--- src/rtl/popcount_scheduler.sv ---
// Round-robin scheduler sharing one iterative popcount engine between N_REQ requesters.
// Issues each job as a one-cycle load pulse and returns the count tagged with its requester ID.
module popcount_scheduler #(
  parameter int unsigned N_REQ   = 4,
  parameter int unsigned DATA_W  = 16,
  parameter int unsigned TIMEOUT = 64,
  localparam int unsigned ID_W   = $clog2(N_REQ),
  localparam int unsigned RES_W  = $clog2(DATA_W) + 2
) (
  input  logic                      clk_i,
  input  logic                      srst_i,
  input  logic [N_REQ*DATA_W-1:0]   req_data_i,
  input  logic [N_REQ-1:0]          req_val_i,
  output logic [N_REQ-1:0]          req_ready_o,
  output logic [DATA_W-1:0]         pc_data_o,
  output logic                      pc_data_val_o,
  input  logic [RES_W-1:0]          pc_res_i,
  input  logic                      pc_res_val_i,
  output logic [RES_W-1:0]          res_data_o,
  output logic [ID_W-1:0]           res_id_o,
  output logic                      res_err_o,
  output logic                      res_val_o,
  input  logic                      res_ready_i,
  output logic                      busy_o
);

  localparam int unsigned CNT_W = $clog2(TIMEOUT + 1);

  localparam logic [1:0] S_IDLE  = 2'd0;
  localparam logic [1:0] S_ISSUE = 2'd1;
  localparam logic [1:0] S_WAIT  = 2'd2;
  localparam logic [1:0] S_OUT   = 2'd3;

  logic [1:0]        state_q, state_d;
  logic [ID_W-1:0]   ptr_q, ptr_d;
  logic [ID_W-1:0]   id_q, id_d;
  logic [DATA_W-1:0] data_q, data_d;
  logic [CNT_W-1:0]  cnt_q, cnt_d;
  logic [RES_W-1:0]  res_data_q, res_data_d;
  logic [ID_W-1:0]   res_id_q, res_id_d;
  logic              res_err_q, res_err_d;

  logic              grant_found;
  logic [ID_W-1:0]   grant_idx;
  logic [DATA_W-1:0] grant_word;

  // First valid requester at or after the pointer, wrapping modulo N_REQ.
  always_comb begin
    grant_found = 1'b0;
    grant_idx   = '0;
    grant_word  = '0;
    for (int unsigned i = 0; i < N_REQ; i++) begin
      int unsigned     k;
      logic [ID_W-1:0] kk;
      k  = (32'(ptr_q) + i) % N_REQ;
      kk = ID_W'(k);
      if (!grant_found && req_val_i[kk]) begin
        grant_found = 1'b1;
        grant_idx   = kk;
        grant_word  = req_data_i[k*DATA_W +: DATA_W];
      end
    end
  end

  always_comb begin
    req_ready_o = '0;
    if (state_q == S_IDLE && grant_found && !srst_i) begin
      req_ready_o[grant_idx] = 1'b1;
    end
  end

  always_comb begin
    state_d    = state_q;
    ptr_d      = ptr_q;
    id_d       = id_q;
    data_d     = data_q;
    cnt_d      = cnt_q;
    res_data_d = res_data_q;
    res_id_d   = res_id_q;
    res_err_d  = res_err_q;
    case (state_q)
      S_IDLE: begin
        if (grant_found) begin
          state_d = S_ISSUE;
          ptr_d   = ID_W'((32'(grant_idx) + 1) % N_REQ);
          id_d    = grant_idx;
          data_d  = grant_word;
        end
      end
      S_ISSUE: begin
        state_d = S_WAIT;
        cnt_d   = '0;
      end
      S_WAIT: begin
        cnt_d = cnt_q + 1'b1;
        // cnt_q == 0 marks the first WAIT cycle, where engine pulses are not trusted.
        if (pc_res_val_i && cnt_q != '0) begin
          state_d    = S_OUT;
          res_data_d = pc_res_i;
          res_id_d   = id_q;
          res_err_d  = 1'b0;
        end else if (cnt_q == CNT_W'(TIMEOUT - 1)) begin
          state_d    = S_OUT;
          res_data_d = '0;
          res_id_d   = id_q;
          res_err_d  = 1'b1;
        end
      end
      default: begin
        if (res_ready_i) begin
          state_d    = S_IDLE;
          res_data_d = '0;
          res_id_d   = '0;
          res_err_d  = 1'b0;
        end
      end
    endcase
  end

  always_ff @(posedge clk_i or posedge srst_i) begin
    if (srst_i) begin
      state_q    <= S_IDLE;
      ptr_q      <= '0;
      id_q       <= '0;
      data_q     <= '0;
      cnt_q      <= '0;
      res_data_q <= '0;
      res_id_q   <= '0;
      res_err_q  <= 1'b0;
    end else begin
      state_q    <= state_d;
      ptr_q      <= ptr_d;
      id_q       <= id_d;
      data_q     <= data_d;
      cnt_q      <= cnt_d;
      res_data_q <= res_data_d;
      res_id_q   <= res_id_d;
      res_err_q  <= res_err_d;
    end
  end

  assign pc_data_o     = data_q;
  assign pc_data_val_o = (state_q == S_ISSUE);
  assign res_data_o    = res_data_q;
  assign res_id_o      = res_id_q;
  assign res_err_o     = res_err_q;
  assign res_val_o     = (state_q == S_OUT);
  assign busy_o        = (state_q != S_IDLE);

endmodule

--- config.mk ---
export PLATFORM = sky130hd
export DESIGN_NAME = popcount_scheduler
export DESIGN_NICKNAME = d
export VERILOG_FILES = /design/src/rtl/popcount_scheduler.sv
export SDC_FILE = /design/constraint.sdc
export NUM_CORES = 1
export LEC_CHECK = 0
export CORE_MARGIN = 8
export CORE_UTILIZATION = 45
export DETAILED_ROUTE_END_ITERATION = 10
export PLACE_DENSITY = 0.77
export SYNTH_ARGS = -nofsm -noshare
export SYNTH_HDL_FRONTEND = slang
export SYNTH_SLANG_ARGS = --single-unit
--- constraint.sdc ---
create_clock -name clk_i -period 5.4 [get_ports clk_i]
set_input_delay 1.08 -clock clk_i [delete_from_list [all_inputs] [get_ports clk_i]]
set_output_delay 1.08 -clock clk_i [all_outputs]
set_load 0.01 [all_outputs]
# After elaboration in Yosys (flattened, before gate mapping)
# Index checks and enable logic that the tools add are counted.
[word_totals] output_inout_bits=32 regBits=38 elab_cells=91
[classes] addsub=5 muxes=40 shift=4 reduce_logical=21 n_lt_le_gt_ge=6 eq_ne=6 n_bitwise=1
[ops] op="64-bit by 7-bit variable part select with 16-bit output" count=4
[ops] op="16-bit 2-to-1 mux" count=4
[ops] op="2-bit 2-to-1 mux" count=10
[ops] op="6-bit 2-to-1 mux" count=3
[ops] op="2-bit by 3-bit less-than comparator with 1-bit output (second input constant)" count=5
[ops] op="7-bit case mux with 2 select lines" count=1
[ops] op="1-bit 2-to-1 mux" count=12
[ops] op="6-bit case mux with 2 select lines" count=1
[ops] op="1-bit binary-select mux with 2-bit select" count=4
[ops] op="7-bit by 1-bit adder with 7-bit output (second input constant)" count=1
[ops] op="7-bit by 6-bit == test with 1-bit output (second input constant)" count=1
[ops] op="1-bit logical AND" count=7
[ops] op="7-bit nonzero test" count=1
[ops] op="2-bit case mux with 3 select lines" count=1
[ops] op="3-bit AND reduction" count=2
[ops] op="2-bit nonzero test" count=3
[ops] op="2-bit by 1-bit adder with 2-bit output (second input constant)" count=2
[ops] op="2-bit adder (second input constant)" count=2
[ops] op="2-bit == test (second input constant)" count=2
[ops] op="1-bit zero test" count=4
[ops] op="4-bit 2-to-1 mux" count=1
[ops] op="2-bit case mux with 2 select lines" count=1
[ops] op="4-bit nonzero test" count=1
[ops] op="3-bit inequality test (second input constant)" count=1
[ops] op="other kinds (9)" count=9

# Longest topological paths before layout
[depth] word_depth=17 mapped_depth=8 mapped_depth_nobuf=7

# Worst setup path after synthesis
# OpenSTA, ideal clock, no wires.
[synth_timing] kind="input -> output" startpoint="input port req_val_i[0]" endpoint="output port req_ready_o[1]" n_path_buf=2 stages=6 required_ps=4320 setup_slack_ps=1898 arrival_ps=2422 path_cell_list="clkbuf_1 > buf_2 > a21oi_1 > o21a_1 > o22ai_1 > nor3b_1"
[synth_via] elab_chain_len=17
[synth_rtl] element="start: declaration" line_no="13" source="input logic [N_REQ-1:0] req_val_i,"
[synth_rtl] element="1-bit binary-select mux with 2-bit select" line_no="57" source="if (!grant_found && req_val_i[kk]) begin"
[synth_rtl] element="1-bit 2-to-1 mux (implied by the code)" line_no="57"
[synth_rtl] element="1-bit 2-to-1 mux" line_no="57"
[synth_rtl] element="1-bit zero test" line_no="57"
[synth_rtl] element="1-bit logical AND" line_no="57"
[synth_rtl] element="1-bit 2-to-1 mux" line_no="57"
[synth_rtl] element="1-bit zero test" line_no="57"
[synth_rtl] element="1-bit logical AND" line_no="57"
[synth_rtl] element="1-bit 2-to-1 mux" line_no="57"
[synth_rtl] element="1-bit zero test" line_no="57"
[synth_rtl] element="1-bit logical AND" line_no="57"
[synth_rtl] element="2-bit 2-to-1 mux" line_no="57"
[synth_rtl] element="2-bit by 3-bit less-than comparator with 1-bit output (implied by the code) or 2-bit by 1-bit >= comparator with 1-bit output (tied branches)" line_no="68" source="req_ready_o[grant_idx] = 1'b1;"
[synth_rtl] element="1-bit logical AND (implied by the code)" line_no="68"
[synth_rtl] element="1-bit 2-to-1 mux (implied by the code)" line_no="68"
[synth_rtl] element="1-bit demux with 2-bit select" line_no="68"
[synth_rtl] element="4-bit 2-to-1 mux (*)" line_no="67" source="if (state_q == S_IDLE && grant_found && !srst_i) begin"
[synth_rtl] element="end: declaration" line_no="14" source="output logic [N_REQ-1:0] req_ready_o,"
# Mark *: on every way between the ends. The rest lies on a longest branch, timed or not. The select of a mux whose other input is x is not followed.

# Final worst setup path
# Ends and elaborated chain as after synthesis.

==> metrics.txt <==
status=finished, final reports clean; Sw Ratio=0.4164; synthesized area=around 0.0036 mm²; NumNets Final=between 500 and 600; Logic pwr share=0.646; number of remaining DRC errors=0; Worst Setup End Kind=output port; row count=32; hold-fix buffers at CTS=0; global-route wire length before repair=between 15,000 and 20,000 µm; Vias/cell=6.243; grt ovf=0; GRT Total Usage=0.1947; RSZ-0062 raised after global routing=no; met3 Use GR=0.04202; Pleak=a little under 0.002 µW; Clock Path Buffers=2; cts bufs inserted=5; largest net degree at the start of global routing=78; Die H=around 110 µm; H-tree Lvls=2; Sequential Power Share=0.222; R2R setup slack=between 2000 and 3000 ps; met2 Usage GRT=0.3204; initial antenna violation count=0; drt pass-1 iters=5; Die X=105.8 µm; Crit Path Class=in2out; vias in the first global route=3,603; Final Cell Area=0.004913 mm²; post-route minimum period=around 4700 ps; maxcap violations=0; Worst Path Required=roughly 4300 ps; number of flops mapped to enable cells by yosys=0; hold crit path type=reg2reg; synthesized flop and latch total=38; R2R cell count=6; Reg-to-Reg End=pc_data_o[8]$_DFFE_PP0P_; Crit path arrival time=3660 ps; CTS tree=done; NetSw=954.7 µW; Final HPWL DP=around 8100 µm; Synth Net Count=470; CP cell instances=clkdlybuf4s50_1, nor4_1, nor2_2, nand2_1, nor3b_1, clkdlybuf4s50_1; Yosys top cell by area=dfrtp_1; YS warnings=0; most frequent CP cell=clkdlybuf4s50_1; startpoint types=input port; Rel. slew slack=0.2212; Resized cells post-CTS=0; Worst-Margin Slew=1167 ps; I/O pin cnt=110; RR Startpoint=ptr_q[0]$_DFFE_PP0P_; Pins Over Slew Limit=0; Clock Latency Late Sink=~300 ps; hold path startpoint=res_data_o[0]$_DFFE_PP0P_; Post-synth ARST share=1.000; power per cell area=around 470 mW/mm²; Avg Synthesized Cell Area=9.390 µm²; Mapped Cells=386; Pint=1338 µW; ratio of final minimum period to clock period=0.8784; vias post-DR=3,646; peak supply drop=0.0003340 V; Ant. Diodes=0; most utilized layer in the global route result=met2; Netlist cell types=56; slowest cell on the critical path=nor2_2; placed inst area=0.004776 mm²; Hold Vio Cnt, Final=0; Seq/Total Area, Yosys=0.2623; initial core utilization=0.4667; Synth top area share=0.2623; most common cell in the netlist=nand2_1; Hold EP=res_data_o[0]$_DFFE_PP0P_; Die ar.=0.01118 mm²; Reg clk slew, reported paths=~80 ps; DR WL/cell=19.18 µm; beginning of the critical path=req_val_i[0]; Synth top cells by count=nand2_1, dfrtp_1, mux2i_1; share of layout cells above drive strength 1=0.1266; met1 Track Usage GR=0.2453; drt total wl=11,200 µm; CP max stage delay=890 ps; Placeable Area=0.007767 mm²; Final Setup Violations=0; Design Power=about 2300 µW; post-CTS setup buffers=0; post-route ant nets=0; clock group share of total power=0.132; Starting DRT DRC Count=184; CP max FO=25; Post-synth top flop=dfrtp_1; Post-Route Setup TNS=0 ps; clk root buf=clkbuf_8; skew final=~6.3 ps; IO Port Bufs=109; Area Overhead vs Synth=35.55%; hold path depth=2; top cells by area, synth=dfrtp_1, mux4_2, mux2_2; Final GP Congestion=roughly 0.83; achievable frequency=210.8 MHz; Sink Count=38
cell type report:
cell class                      count  area [µm²]
Fill cell                         676        2854
Tap cell                          102       127.6
Multi-Input combinational cell    303        2471
Inverter                           13       48.80
Timing Repair Buffer              120        1174
Clock buffer                        5       68.82
Clock inverter                      3       68.82
Sequential cell                    38       954.7
placed cells by master (no fill, tap or decap), types with 3 or more instances in the layout:
cell type,instances
clkdlybuf4s50_1,109
nand2_1,43
dfrtp_1,37
mux2i_1,25
nor2_1,23
mux2_2,23
a221o_1,17
o21ai_0,15
a21oi_1,14
a221oi_1,13
mux4_2,13
inv_1,12
a31oi_1,11
buf_4,11
o221ai_1,8
o211ai_1,7
nand3_1,6
nand4_1,6
a22o_1,6
o22a_1,6
ha_1,6
nor3_1,5
clkbuf_8,5
nor3b_1,4
mux4_1,4
a32o_1,4
nor2b_1,3
kinds of logic after synthesis:
group / after synthesis / share of synthesized area
AOI/OAI and AO/OA: 118 / 0.2496
and+or+nand+nor: 111 / 0.1509
muxes: 66 / 0.2534
buffers and inverters: 45 / 0.05833
DFF: 38 / 0.2623
adders and majority gates: 6 / 0.02071
xor gates and xnor gates: 2 / 0.004833
state kept, by name, summed over array words and instances, names as in the netlist:
register and flops:
cnt_q 7, ptr_q 2, res_id_o 2, res_err_o 1, id_q 2, state_q 2
res_data_o 6, pc_data_o 16
metrics by stage:
step / setup WS (ps) / cells / util / hold slack [ps]
2_1_floorplan: 1898 / 386 / - / 447.5
3_3_place_gp: 706.2 / 576 / 0.6149 / 451.4
3_5_place_dp: 633.1 / 576 / 0.6149 / 455.2
4_1_cts: 630.4 / 584 / 0.6326 / 474.4
5_1_grt: 398.4 / 584 / 0.6326 / 497.3
6_report: 656.8 / 584 / 0.6326 / 470.1
how the worst max path moves through the flow:
| stage | to | slack [ps] |
|---|---|---|
| after floorplan | req_ready_o[1] | 1900 |
| after global placement | req_ready_o[1] | 710 |
| after detailed placement | req_ready_o[1] | 630 |
| after CTS | req_ready_o[1] | 630 |
| after global routing | req_ready_o[1] | 400 |
| final | req_ready_o[1] | 660 |
per-layer routing:
| metal | wire length (µm) | part of all wire |
|---|---|---|
| met4 | 222 | 0.020 |
| met2 | 5240 | 0.47 |
| met3 | 848 | 0.076 |
| met5 | 0 | 0 |
| met1 | 4890 | 0.44 |
power by group through the flow:
stage / sequential, µW / combinational (µW) / clock, µW
after floorplan: 495 / 1040 / 0
after global placement: 509 / 1450 / 0
after detailed placement: 511 / 1480 / 0
after CTS: 507 / 1490 / 310
after global routing: 523 / 1620 / 321
final: 509 / 1480 / 302
critical path: cells and delay by family:
kind | cells | cell delay, ps
AND/OR/NAND/NOR | 4 | 1510
buffers and inverters | 2 | 1070
Note: power is estimated with default switching activity, not from simulation.
